## src/rtl/bp_pkg.sv

```systemverilog
// Shared types and encodings for the branch predictor.
// Counter states, default geometry and the table entry layout.
package bp_pkg;

  localparam int DEF_INDEX_BITS = 4;

  localparam logic [1:0] SNT = 2'b00;
  localparam logic [1:0] WNT = 2'b01;
  localparam logic [1:0] WT  = 2'b10;
  localparam logic [1:0] ST  = 2'b11;

  // Tag kept full-width; upper bits are zero for any index size.
  typedef struct packed {
    logic        valid;
    logic [15:0] tag;
    logic [15:0] target;
    logic [1:0]  ctr;
  } bp_entry_t;

endpackage

```

## src/rtl/bp_sat_ctr2.sv

```systemverilog
// 2-bit saturating counter next-state function.
// Moves one step toward the resolved direction.
module bp_sat_ctr2
  import bp_pkg::*;
(
  input  logic [1:0] ctr_i,
  input  logic       taken_i,
  output logic [1:0] ctr_o
);

  always_comb begin
    ctr_o = ctr_i;
    if (taken_i) begin
      if (ctr_i != ST) ctr_o = ctr_i + 2'd1;
    end else begin
      if (ctr_i != SNT) ctr_o = ctr_i - 2'd1;
    end
  end

endmodule

```

## src/rtl/register.sv

```systemverilog
// Enabled register with asynchronous active-high reset.
// Used as the storage primitive for every table entry.
module register #(
  parameter int             W       = 1,
  parameter logic [W-1:0]   RST_VAL = '0
) (
  input  logic         clk,
  input  logic         rst,
  input  logic         en_i,
  input  logic [W-1:0] d_i,
  output logic [W-1:0] q_o
);

  always_ff @(posedge clk or posedge rst) begin
    if (rst)       q_o <= RST_VAL;
    else if (en_i) q_o <= d_i;
  end

endmodule

```

## src/rtl/branch_predictor.sv

```systemverilog
// Direct-mapped BTB with 2-bit counters, EX-side training
// and combinational mispredict/redirect generation.
module branch_predictor
  import bp_pkg::*;
#(
  parameter int         INDEX_BITS = DEF_INDEX_BITS,
  parameter logic [1:0] CTR_INIT   = WNT
) (
  input  logic        clk,
  input  logic        rst,
  input  logic [15:0] IF_PC,
  output logic        IF_expectedTaken,
  output logic [15:0] IF_predTarget,
  input  logic        EX_valid,
  input  logic [15:0] EX_PC,
  input  logic        EX_taken,
  input  logic [15:0] EX_target,
  input  logic        EX_expectedTaken,
  input  logic [15:0] EX_predTarget,
  output logic        NOP_Branch,
  output logic [15:0] redirect_PC,
  output logic [15:0] mispredict_count
);

  localparam int N = 1 << INDEX_BITS;

  localparam bp_entry_t RST_ENTRY = '{
    valid:  1'b0,
    tag:    16'h0,
    target: 16'h0,
    ctr:    CTR_INIT
  };

  bp_entry_t tbl_q [N];

  logic [INDEX_BITS-1:0] if_idx;
  logic [INDEX_BITS-1:0] ex_idx;
  logic [15:0]           if_tag;
  logic [15:0]           ex_tag;
  bp_entry_t             if_e;
  bp_entry_t             ex_e;
  logic                  if_hit;
  logic                  ex_hit;
  logic [1:0]            ctr_nxt;
  logic                  upd_en;
  bp_entry_t             upd_d;
  logic [15:0]           cnt_q;
  logic [15:0]           cnt_d;

  assign if_idx = IF_PC[INDEX_BITS:1];
  assign ex_idx = EX_PC[INDEX_BITS:1];
  assign if_tag = IF_PC >> (INDEX_BITS + 1);
  assign ex_tag = EX_PC >> (INDEX_BITS + 1);

  assign if_e   = tbl_q[if_idx];
  assign ex_e   = tbl_q[ex_idx];
  assign if_hit = if_e.valid && (if_e.tag == if_tag);
  assign ex_hit = ex_e.valid && (ex_e.tag == ex_tag);

  assign IF_expectedTaken = if_hit & if_e.ctr[1];
  assign IF_predTarget    = IF_expectedTaken ? if_e.target
                                             : IF_PC + 16'd2;

  assign NOP_Branch = EX_valid &
    ((EX_taken != EX_expectedTaken) |
     (EX_taken & EX_expectedTaken & (EX_target != EX_predTarget)));
  assign redirect_PC = EX_taken ? EX_target : EX_PC + 16'd2;

  bp_sat_ctr2 u_ctr (
    .ctr_i   (ex_e.ctr),
    .taken_i (EX_taken),
    .ctr_o   (ctr_nxt)
  );

  // A not-taken miss would only pollute the table, so it is dropped.
  always_comb begin
    upd_en = EX_valid & (ex_hit | EX_taken);
    upd_d  = ex_e;
    if (ex_hit) begin
      upd_d.ctr = ctr_nxt;
      if (EX_taken) upd_d.target = EX_target;
    end else begin
      upd_d.valid  = 1'b1;
      upd_d.tag    = ex_tag;
      upd_d.target = EX_target;
      upd_d.ctr    = WT;
    end
  end

  for (genvar i = 0; i < N; i++) begin : g_tbl
    register #(
      .W       ($bits(bp_entry_t)),
      .RST_VAL (RST_ENTRY)
    ) u_ent (
      .clk  (clk),
      .rst  (rst),
      .en_i (upd_en && (ex_idx == INDEX_BITS'(i))),
      .d_i  (upd_d),
      .q_o  (tbl_q[i])
    );
  end

  assign cnt_d = (NOP_Branch && cnt_q != 16'hFFFF) ? cnt_q + 16'd1
                                                   : cnt_q;

  always_ff @(posedge clk or posedge rst) begin
    if (rst) cnt_q <= 16'h0;
    else     cnt_q <= cnt_d;
  end

  assign mispredict_count = cnt_q;

endmodule

```

## config.mk

```make
export PLATFORM = sky130hd
export DESIGN_NAME = branch_predictor
export DESIGN_NICKNAME = d
export VERILOG_FILES = /design/src/rtl/bp_pkg.sv /design/src/rtl/bp_sat_ctr2.sv /design/src/rtl/register.sv /design/src/rtl/branch_predictor.sv
export SDC_FILE = /design/constraint.sdc
export NUM_CORES = 1
export LEC_CHECK = 0
export CORE_MARGIN = 5
export CORE_UTILIZATION = 38
export CTS_BUF_LIST = sky130_fd_sc_hd__clkbuf_8
export CTS_CLUSTER_DIAMETER = 80
export DETAILED_ROUTE_END_ITERATION = 8
export GPL_TIMING_DRIVEN = 0
export HOLD_SLACK_MARGIN = 0.06
export SYNTH_ARGS = -nofsm -noshare
export SYNTH_HDL_FRONTEND = slang
export SYNTH_SLANG_ARGS = --single-unit
```

## constraint.sdc

```tcl
create_clock -name clk -period 28.3 [get_ports clk]
set_clock_uncertainty 0.2 [all_clocks]
set_input_delay 7.075 -clock clk [delete_from_list [all_inputs] [get_ports clk]]
set_output_delay 7.075 -clock clk [all_outputs]
set_load 0.05 [all_outputs]
```

==> summary.md <==
| Metric | Value |
|---|---|
| Drt pass-1 iters | `8` |
| Xor/xnor share of the synthesized area | `2.13%` |
| Worst Tran Pin Value | `1.42 ns` |
| Largest net degree at the start of global routing | `135` |
| Antenna-violating nets left | `0` |
| Total grt overflow | `0` |
| Site row count | `107` |
| Largest family of logic cells by synthesized area | `multiplexers` |
| Worst setup path class | `primary input to primary output` |
| Largest area contributor in the netlist | `dfrtp_1` |
| Arrival time worst endpoint | `14.45 ns` |
| Fin crit share | `76.8%` |
| Die width | `302 µm` |
| CTS root buffer | `clkbuf_8` |
| Cell mode on critical path | `clkbuf_1` |
| Net count after synthesis | `2766` |
| Post-synth ARST share | `100%` |
| Yosys top cell area share | `43.2%` |
| Hold wc startpoint | `g_tbl[11].u_ent.q_o[0]` |
| Final setup violation count | `0` |
| Total of max-cap violations | `0` |
| Final min period | `21.72 ns` |
| Post-layout net count | `2985` |
| Adder-cell share of the synthesized area | `0.331%` |
| Final HPWL DP | `93.7 mm` |
| Layout cells sized above 1 | `26.4%` |
| Initial antenna violation count | `4` |
| Synth Area in Simple Gates | `11.5%` |
| Routed len/inst | `31.4 µm` |
| Die Y-Extent | `302 µm` |
| Clk sink count | `576` |
| Fin. max-slew vios | `0` |
| F_max | `46.0 MHz` |
| CP startpoint kind | `primary input` |
| Worst slack, placed | `7.01 ns` |
| VDD IR max | `0.0383 mV` |
| Total Wirelength | `130 mm` |
| Compound-gate portion of the synthesized area | `10.8%` |
| Placed instance area | `0.0351 mm²` |
| Design area | `0.0374 mm²` |
| Tightest Hold Check Type | `flip-flop to flip-flop` |
| Leakage | `0.0150 µW` |
| R2r startpoint | `g_tbl[0].u_ent.q_o[29]` |
| Worst Setup SP | `IF_PC[2]` |
| Die area | `0.0914 mm²` |
| Critical Path RT | `21.02 ns` |
| Worst-path clk slew | `0.06 ns` |
| Setup Fix Bufs, Post-CTS | `0` |
| Initial Util | `38.2%` |
| Core ar. | `0.0850 mm²` |
| Synth area leaders | `dfrtp_1, mux4_2, mux2_2` |
| RSZ-0062 raised after global routing | `no` |
| Worst-skew pair later-pin latency | `0.76 ns` |
| Worst-path cell chain | `clkdlybuf4s50_1, clkbuf_1, clkbuf_1, clkbuf_1, buf_1, clkbuf_1, clkbuf_1, nand2_1, nor2_1, nand3_1, xnor2_1, mux2_2, clkdlybuf4s50_1` |
| Hold Slack | `0.268 ns` |
| Post-synthesis register bit count | `576` |
| CTS H-tree lvls | `3` |
| Top FF cell, synth | `dfrtp_1` |
| Post-synthesis mux area share | `27.0%` |
| Pwr/cell area | `65.8 mW/mm²` |
| Via density | `6.43` |
| Max-Slew Margin vs Limit | `5.58%` |
| CTS buffer count | `100` |
| Fin worst setup slack | `6.58 ns` |
| Vias in the first global route | `26800` |
| Post-cts gate resize count | `0` |
| Synth unique cells | `73` |
| Port Buffers | `113` |
| RePlAce Congestion | `0.994` |
| Hold_buf cts | `0` |
| Pwr Total | `2460 µW` |
| # IOs | `119` |
| Slowest cell delay on critical path | `1.09 ns` |
| Initial DRC Count | `3640` |
| Warning count from the yosys run | `0` |
| Crit path max fanout | `10` |
| CTS Buffer Depth | `3` |
| Util after Layout | `44.0%` |
| Status | `completed` |
| Slowest cell on crit path | `clkbuf_1` |
| Tot GR Track Use | `28.1%` |
| Routed vias | `26600` |
| P&R area growth vs syn | `15.2%` |
| CP Capture Type | `primary output` |
| CTS tree | `yes` |
| Synth Cell Area | `0.0325 mm²` |
| Sequential element share of the synthesized area | `44.5%` |
| Global-route wire length before repair | `188 mm` |
| Number of synthesized flops with an enable pin | `0` |
| Syn_area_per_cell | `12.1 µm²` |
| Residual DRC | `0` |
| Cells after synthesis | `2690` |
| Hold Vio Cnt, Final | `0` |
synth_stat cells, types with 12 or more instances:
cell type,n
mux2i_1,64
o21ai_0,41
nand2_1,113
o22a_1,143
clkbuf_1,117
mux2_2,212
xnor2_1,42
nor4_1,13
nor2b_1,87
dfrtp_1,560
mux4_2,254
or2_2,21
xor2_1,37
nor2_1,138
and3_1,12
buf_1,38
dfstp_2,16
o21ai_1,16
nand3_1,210
or3_1,84
buf_2,71
a21oi_1,117
a31oi_1,32
inv_1,35
o31ai_1,16
nor3_1,13
o22ai_1,26
buf_4,12
final timing paths:
check / cells after the start / endpoint / slack (ns)
setup / recovery: 13 / IF_predTarget[12] / 6.58
max in group asynchronous: 4 / mispredict_count[4] / 19.49
setup reg to reg: 10 / g_tbl[13].u_ent.q_o[18] / 23.26
hold / removal: 2 / g_tbl[11].u_ent.q_o[0] / 0.27
hold reg to reg: 2 / g_tbl[11].u_ent.q_o[0] / 0.27
min in group asynchronous: 2 / g_tbl[3].u_ent.q_o[10] / 6.71
report_power, final:
part | switching (µW) | internal [µW] | total [µW] | leakage, µW
combinational | 276 | 268 | 544 | 0.00687
sequential | 105 | 952 | 1060 | 0.00687
clock | 385 | 476 | 860 | 0.00126
per-stage QoR:
| stage | TNS [ns] | instances |
|---|---|---|
| final | 0 | 4142 |
| after global routing | 0 | 4139 |
| after CTS | 0 | 4139 |
| after detailed placement | 0 | 3951 |
| after global placement | -940.51 | 3947 |
| after floorplan | 0 | 2690 |
cells by family (layout without fill, tap and decap cells):
kind of cell | count (synthesis) | in the layout
buf+inv | 283 | 588
other cells | 0 | 3
simple gates | 730 | 730
mux | 532 | 532
compound gates | 481 | 481
fa+ha+maj | 9 | 9
flops | 576 | 576
xor+xnor | 79 | 79
routing by layer:
layer	track usage [%]	part of all wire, %	wire, µm
met1	36.3	38	48900
met4	14.9	6.1	7970
met2	42.5	45	58200
met5	0	0.10	131
met3	9.14	11	14800
cell usage in the layout (no fill, tap or decap), types with 21 or more instances in the layout:
| cell type | Yosys | final |
|---|---|---|
| o22ai_1 | 26 | 26 |
| clkbuf_1 | 117 | 117 |
| clkdlybuf4s50_1 | 0 | 113 |
| mux4_2 | 254 | 254 |
| buf_1 | 38 | 37 |
| buf_2 | 71 | 71 |
| o21ai_0 | 41 | 41 |
| or2_2 | 21 | 21 |
| o22a_1 | 143 | 143 |
| mux2_2 | 212 | 212 |
| dfrtp_1 | 560 | 560 |
| clkbuf_8 | 0 | 129 |
| xnor2_1 | 42 | 42 |
| nand3_1 | 210 | 210 |
| nor2_1 | 138 | 138 |
| or3_1 | 84 | 84 |
| inv_1 | 35 | 65 |
| xor2_1 | 37 | 37 |
| a21oi_1 | 117 | 117 |
| nor2b_1 | 87 | 87 |
| nand2_1 | 113 | 113 |
| mux2i_1 | 64 | 64 |
| a31oi_1 | 32 | 32 |
final cells by class:
class	count	area, µm²
inverters	39	154
well taps	1144	1430
fillers	7842	47600
diodes	3	7.51
repair buffers	117	1240
flip-flops and latches	576	14400
multi-input cells	1831	16800
clock inverters	59	475
clock buffers	129	1780
plain buffers	244	1100
critical path, delay by kind of cell:
kind	cells	cell delay, ns
xor+xnor	1	0.59
buf+inv	8	5.85
mux	1	0.38
simple gates	3	0.52
state kept, by name, indices dropped and copies added (netlist names):
signal / count
g_tbl.u_ent.q_o: 560
mispredict_count: 16
Note: power is estimated with default switching activity, not from simulation.
